===== src/rtl/mode_disp_pkg.sv =====
`default_nettype none
// ============================================================================
// Module      : mode_disp_pkg
// Description : Shared constants and types for the multiplexed mode display.
//               Mode encodings (SW[9:8]), digit slot indices and the blank
//               segment pattern.
// Revision    : 1.0 - initial release
// ============================================================================
package mode_disp_pkg;

  // Arithmetic mode selected by SW[9:8]
  localparam logic [1:0] MODE_DIV   = 2'd0;  // floor(2*A/5)
  localparam logic [1:0] MODE_ZEROS = 2'd1;  // number of zero bits in B
  localparam logic [1:0] MODE_LOGIC = 2'd2;  // single-bit logic expression on A
  localparam logic [1:0] MODE_PASS  = 2'd3;  // A unchanged

  // Scan index of each displayed field; indices 4 and up are blank
  localparam logic [2:0] SLOT_RES  = 3'd0;
  localparam logic [2:0] SLOT_A    = 3'd1;
  localparam logic [2:0] SLOT_B    = 3'd2;
  localparam logic [2:0] SLOT_MODE = 3'd3;

  // Active-low segment pattern with every segment dark
  localparam logic [6:0] HEX_BLANK = 7'h7F;

  // Field layout of the switch bank
  typedef struct packed {
    logic [1:0] mode;
    logic [3:0] b;
    logic [3:0] a;
  } sw_fields_t;

endpackage
`default_nettype wire


===== src/rtl/mode_scan_display_dec.sv =====
`default_nettype none
// ============================================================================
// Module      : mode_scan_display_dec
// Description : Hex nibble to seven-segment decoder, active-low outputs.
//               Ports: x[3:0] nibble in; y[6:0] segments {g,f,e,d,c,b,a},
//               0 = segment lit.
// Revision    : 1.0 - initial release
// ============================================================================
module mode_scan_display_dec (
  input  logic [3:0] x,
  output logic [6:0] y
);

  always_comb begin
    y = 7'h7F;
    case (x)
      4'h0: y = 7'h40;
      4'h1: y = 7'h79;
      4'h2: y = 7'h24;
      4'h3: y = 7'h30;
      4'h4: y = 7'h19;
      4'h5: y = 7'h12;
      4'h6: y = 7'h02;
      4'h7: y = 7'h78;
      4'h8: y = 7'h00;
      4'h9: y = 7'h10;
      4'hA: y = 7'h08;
      4'hB: y = 7'h03;
      4'hC: y = 7'h46;
      4'hD: y = 7'h21;
      4'hE: y = 7'h06;
      4'hF: y = 7'h0E;
      default: y = 7'h7F;
    endcase
  end

endmodule
`default_nettype wire


===== src/rtl/mode_scan_display.sv =====
`default_nettype none
// ============================================================================
// Module      : mode_scan_display
// Description : Registers one of four switch-selected arithmetic results and
//               time-multiplexes it, both input nibbles and the mode across
//               N_DIGITS seven-segment digits.
//               Ports: CLK100MHZ clock; CPU_RESETN async active-low reset;
//               SW[9:0] {mode, B, A}; HOLD freezes the result;
//               AN[N_DIGITS-1:0] one-hot anodes; HEX[6:0] segments
//               (active-low); DP decimal point (active-low).
// Revision    : 1.0 - initial release
// ============================================================================
module mode_scan_display
  import mode_disp_pkg::*;
#(
  parameter int N_DIGITS    = 8,
  parameter int REFRESH_DIV = 100000,
  parameter int AN_ACT_LOW  = 0
) (
  input  logic                CLK100MHZ,
  input  logic                CPU_RESETN,
  input  logic [9:0]          SW,
  input  logic                HOLD,
  output logic [N_DIGITS-1:0] AN,
  output logic [6:0]          HEX,
  output logic                DP
);

  localparam int               CNT_W   = $clog2(REFRESH_DIV);
  localparam logic [CNT_W-1:0] CNT_MAX = CNT_W'(REFRESH_DIV - 1);
  localparam logic [2:0]       IDX_MAX = 3'(N_DIGITS - 1);

  // Synchronisers
  logic [9:0] sw_s1_q, sw_s2_q;
  logic       hold_s1_q, hold_s2_q;

  // Result, scan state and registered outputs. Outputs are held in
  // active-high form so that the all-zero reset state means "dark".
  logic [3:0]          res_q,  res_d;
  logic [CNT_W-1:0]    cnt_q,  cnt_d;
  logic [2:0]          idx_q,  idx_d;
  logic [N_DIGITS-1:0] an_q,   an_d;
  logic [6:0]          seg_q,  seg_d;
  logic                dp_q,   dp_d;

  sw_fields_t sw_f;
  logic [3:0] res_calc;
  logic [3:0] zeros_cnt;
  logic [3:0] nib;
  logic [6:0] dec_y;
  logic       primed;
  logic       load;

  assign sw_f = sw_s2_q;

  // Result computation on the synchronised switches
  always_comb begin
    zeros_cnt = 4'd4 - (4'(sw_f.b[0]) + 4'(sw_f.b[1]) + 4'(sw_f.b[2]) + 4'(sw_f.b[3]));
    res_calc  = sw_f.a;
    case (sw_f.mode)
      MODE_DIV:   res_calc = 4'(({1'b0, sw_f.a} << 1) / 5'd5);
      MODE_ZEROS: res_calc = zeros_cnt;
      MODE_LOGIC: res_calc = {3'b000, (~sw_f.a[0] & ~sw_f.a[1]) ^ (sw_f.a[2] | sw_f.a[3])};
      MODE_PASS:  res_calc = sw_f.a;
      default:    res_calc = sw_f.a;
    endcase
    res_d = hold_s2_q ? res_q : res_calc;
  end

  // Refresh counter and scan index. Right after reset no anode is lit yet;
  // the first edge lights digit 0 without advancing the counter so that the
  // first slot lasts a full REFRESH_DIV cycles like every other slot.
  always_comb begin
    primed = |an_q;
    cnt_d  = cnt_q;
    idx_d  = idx_q;
    load   = 1'b0;
    if (!primed) begin
      load = 1'b1;
    end else if (cnt_q == CNT_MAX) begin
      cnt_d = '0;
      idx_d = (idx_q == IDX_MAX) ? 3'd0 : idx_q + 3'd1;
      load  = 1'b1;
    end else begin
      cnt_d = cnt_q + CNT_W'(1);
    end
  end

  // Nibble for the slot about to be shown
  always_comb begin
    nib = 4'h0;
    case (idx_d)
      SLOT_RES:  nib = res_q;
      SLOT_A:    nib = sw_f.a;
      SLOT_B:    nib = sw_f.b;
      SLOT_MODE: nib = {2'b00, sw_f.mode};
      default:   nib = 4'h0;
    endcase
  end

  mode_scan_display_dec u_dec (
    .x (nib),
    .y (dec_y)
  );

  // Outputs only change at slot boundaries, so a value change inside a slot
  // never produces a partial digit.
  always_comb begin
    an_d  = an_q;
    seg_d = seg_q;
    dp_d  = dp_q;
    if (load) begin
      an_d  = N_DIGITS'(1) << idx_d;
      seg_d = (idx_d > SLOT_MODE) ? ~HEX_BLANK : ~dec_y;
      dp_d  = (idx_d == SLOT_MODE);
    end
  end

  always_ff @(posedge CLK100MHZ or negedge CPU_RESETN) begin
    if (!CPU_RESETN) begin
      sw_s1_q   <= '0;
      sw_s2_q   <= '0;
      hold_s1_q <= 1'b0;
      hold_s2_q <= 1'b0;
      res_q     <= '0;
      cnt_q     <= '0;
      idx_q     <= '0;
      an_q      <= '0;
      seg_q     <= '0;
      dp_q      <= 1'b0;
    end else begin
      sw_s1_q   <= SW;
      sw_s2_q   <= sw_s1_q;
      hold_s1_q <= HOLD;
      hold_s2_q <= hold_s1_q;
      res_q     <= res_d;
      cnt_q     <= cnt_d;
      idx_q     <= idx_d;
      an_q      <= an_d;
      seg_q     <= seg_d;
      dp_q      <= dp_d;
    end
  end

  generate
    if (AN_ACT_LOW != 0) begin : g_an_low
      assign AN = ~an_q;
    end else begin : g_an_high
      assign AN = an_q;
    end
  endgenerate

  assign HEX = ~seg_q;
  assign DP  = ~dp_q;

endmodule
`default_nettype wire

===== config.mk =====
export PLATFORM = sky130hd
export DESIGN_NAME = mode_scan_display
export DESIGN_NICKNAME = d
export VERILOG_FILES = /design/src/rtl/mode_disp_pkg.sv /design/src/rtl/mode_scan_display_dec.sv /design/src/rtl/mode_scan_display.sv
export SDC_FILE = /design/constraint.sdc
export NUM_CORES = 1
export LEC_CHECK = 0
export BUFFER_PORTS_ARGS = -buffer_cell sky130_fd_sc_hd__buf_2
export CAP_MARGIN = 20
export CORE_UTILIZATION = 47
export CTS_BUF_LIST = sky130_fd_sc_hd__clkbuf_4
export DETAILED_ROUTE_END_ITERATION = 6
export HOLD_SLACK_MARGIN = 0.05
export PLACE_DENSITY = 0.66
export SLEW_MARGIN = 15
export SYNTH_ARGS = -nofsm -noshare
export SYNTH_HDL_FRONTEND = slang
export SYNTH_SLANG_ARGS = --single-unit
export TNS_END_PERCENT = 10

===== constraint.sdc =====
create_clock -name CLK100MHZ -period 5.9 [get_ports CLK100MHZ]
set_input_delay 1.475 -clock CLK100MHZ [delete_from_list [all_inputs] [get_ports CLK100MHZ]]
set_output_delay 1.475 -clock CLK100MHZ [all_outputs]
set_load 0.02 [all_outputs]

==> metrics.cfg <==
[status]
status=finished clean

[power]
seqPwrFrac=0.592
p_switching_uw=196.7
combPwrFrac=0.092
power.internal_uw=542.3
clkPwrFrac=0.316
p_leak_nw=1.628
switching_share=0.2662
peakVddDrop_v=0.0001536
p_per_area_nw_per_um2=217.2

[setup_path]
crit-reg2reg-capture=seg_q[1]
path_common_cell=ha_1
critPathMaxStageDelay_ns=0.69
cp_top_family=compound AO/OA/AOI/OAI gates
critPathSlowestCell=a2111oi_0
endpoint_kind=register
cp.required_ns=6.17
cp-start-kind=register
crit_chain=ha_1 -> or4b_4 -> a2111oi_0 -> and2_1 -> o21ai_0 -> a32oi_1 -> nand2_1 -> ha_1 -> o31ai_1 -> o22ai_1
cp.arrival_ns=3.99
crit_path_max_fanout=5
critical_path_buf_inv_count=0
regToRegSetupSlack_ns=2.18
rr_startpoint=cnt_q[1]
critPathKind=reg2reg
r2r_cells=10

[synth]
ys_seq_area_frac=0.4935
synth-seq-cells=61
synth.avg_cell_area_um2=10.07
synth_edf_count=0
syn_area_um2=3093
netlist_instances=307
synthFlopType=dfrtp_1
async_reset_ff_frac=1.000
yosys_warnings=0
ys_types=57
syn_nets=333

[timing]
setup_violations=0
tightest_slew_ns=0.8835
drv_slew=0
rsz0062_at_grt=false
finalCriticalPeriod_ns=3.723
fin_skew_ns=0.01263
post-route-period-util=0.6310
max_freq_ghz=0.2686
setup_tns_ns=0
hold_viol=0
relSlewSlack=0.4056

[detailed_routing]
wl_um=5935
drt_iter0_drc=92
dr_wl_met3_um=237
drt-met1-wl_um=2889
first_pass_iters=4
wl_met2_um=2691
routed-via-count=2364
vias_per_cell=5.629
drc_errors=0
wl_per_cell_um=14.13
highest_layer=met4
ant_nets=0

[cts]
cts_hold_buf=0
cts-root-buf=clkbuf_4
clock_path_buffers=2
cts.sinks=61
cts.reportedPaths.clkPinSlew_ns=0.11
cts_buffers=9
cts_tree=done
cts_setup_buffers=0
clk_latency_ns=0.40
ctsResizeCount=0
htreeDepth=3

[global_routing]
grt_pass1_vias=2243
grt_pass1_wl_um=10290
grt_usage=0.1897
grt-ovfl-total=0
antenna_found_initial=0
grt_start_max_net_pins=62

[floorplan]
ios=29
die_h_um=83.12
placementRows=29
core_um2=6350
initial_core_util=0.4871
die_area_um2=6909
die_w_um=83.12

[layout]
syn_to_final_growth_pct=9.992
n_antenna_cell=0
fill_cells=562
ff_latch_area_um2=1526
design_area_um2=3402
multi_input_area_um2=1431
nNetsFinal=365
drive_gt1_frac=0.1633

[min_path]
min-delay-start=sw_s1_q[1]
worst_hold_path_type=reg2reg
holdPathEnd=sw_f[1]
whs_path_depth=0

[placed_design]
placed_area_um2=3298
dp_hpwl_um=4254
gp_congestion=0.8998
port_buffers=28

[run]
drv_cap=0

==> layout by cell type, fill, tap and decap left out, drive strengths merged, types with 4 or more instances in the layout <==
cell	Yosys	routed
a21oi	10	10
a31oi	8	8
a32o	4	4
and2	4	4
buf	3	30
clkbuf	6	10
dfrtp	61	61
ha	12	12
inv	23	23
mux2	5	5
mux2i	7	7
nand2	39	39
nand3	8	8
nand4	5	5
nor2	25	25
o21ai	20	20
o31ai	4	4
xnor2	7	7
xor2	6	6
==> per-layer routing <==
layer	vias up	GRT usage
met2	59	0.2787
met1	1134	0.2590
met5	-	0
met3	10	0.05368
met4	0	0.09091
li1	1161	-
==> cell type report <==
cell class,count,share of cell area
clock buffers,10,0.02207
repair buffers,30,0.04561
multi-input cells,214,0.4207
flip-flops and latches,61,0.4487
clock inverters,5,0.008459
inverters,23,0.02611
well taps,77,0.02832
==> Yosys cell counts, types with 3 or more instances <==
library cell / n / share of area
a21oi_1: 10 / 0.016
a31oi_1: 8 / 0.016
a32o_1: 4 / 0.013
and2_1: 4 / 0.0081
and3_1: 3 / 0.0061
clkbuf_1: 6 / 0.0073
dfrtp_1: 61 / 0.49
ha_1: 12 / 0.049
inv_1: 22 / 0.027
mux2_2: 3 / 0.011
mux2i_1: 7 / 0.023
nand2_1: 38 / 0.046
nand2b_1: 3 / 0.0061
nand3_1: 8 / 0.013
nand4_1: 5 / 0.010
nor2_1: 25 / 0.030
nor3_1: 3 / 0.0049
o21ai_0: 19 / 0.031
o31ai_1: 4 / 0.0097
xnor2_1: 7 / 0.020
xor2_1: 6 / 0.017
==> through the flow <==
step           total power [mW]  cells  worst slack [ns]  hold WS (ns)    util
5_1_grt                  0.7829    420             1.969        0.3655  0.5358
4_1_cts                  0.7502    420             2.284        0.3568  0.5358
2_1_floorplan            0.4891    307             2.842        0.3312       -
3_3_place_gp             0.5121    405             2.477        0.3329  0.5194
3_5_place_dp             0.5135    405             2.304        0.3347  0.5194
6_report                 0.7390    420             2.177        0.3526  0.5358
==> power groups by stage <==
stage               sequential (mW)  combinational [mW]  clock [mW]
CTS                           0.438              0.0685       0.244
global route                  0.439              0.0776       0.266
detailed placement            0.446              0.0678           0
global placement              0.446              0.0664           0
finish                        0.437              0.0680       0.234
floorplan                     0.441              0.0483           0
==> registers in the layout (all words and copies together) (netlist names) <==
signal / count
AN: 8
cnt_q: 17
hold_s1_q: 1
hold_s2_q: 1
idx_q: 3
res_q: 4
seg_q: 7
sw_f: 10
sw_s1_q: 10
==> cells by family (layout without fill, tap and decap cells) <==
family / after synthesis / in the layout / synth area share
flip-flops: 61 / 61 / 0.4935
adder cells (fa/ha/maj): 13 / 13 / 0.05502
AO/OA/AOI/OAI: 70 / 70 / 0.1614
XOR/XNOR: 13 / 13 / 0.03681
multiplexers: 12 / 12 / 0.04329
AND/OR/NAND/NOR: 106 / 106 / 0.1663
buffers and inverters: 32 / 68 / 0.04369
==> worst max-delay path by stage <==
| stage | startpoint | endpoint | slack, ns | cells past startpoint |
|---|---|---|---|---|
| after floorplan | cnt_q[0] | seg_q[3] | 2.84 | 13 |
| after global placement | cnt_q[0] | seg_q[1] | 2.48 | 10 |
| after detailed placement | cnt_q[0] | seg_q[1] | 2.30 | 10 |
| after CTS | cnt_q[0] | seg_q[1] | 2.28 | 10 |
| after global routing | cnt_q[0] | seg_q[1] | 1.97 | 10 |
| final | cnt_q[1] | seg_q[1] | 2.18 | 10 |
(Power assumes the default switching activity.)
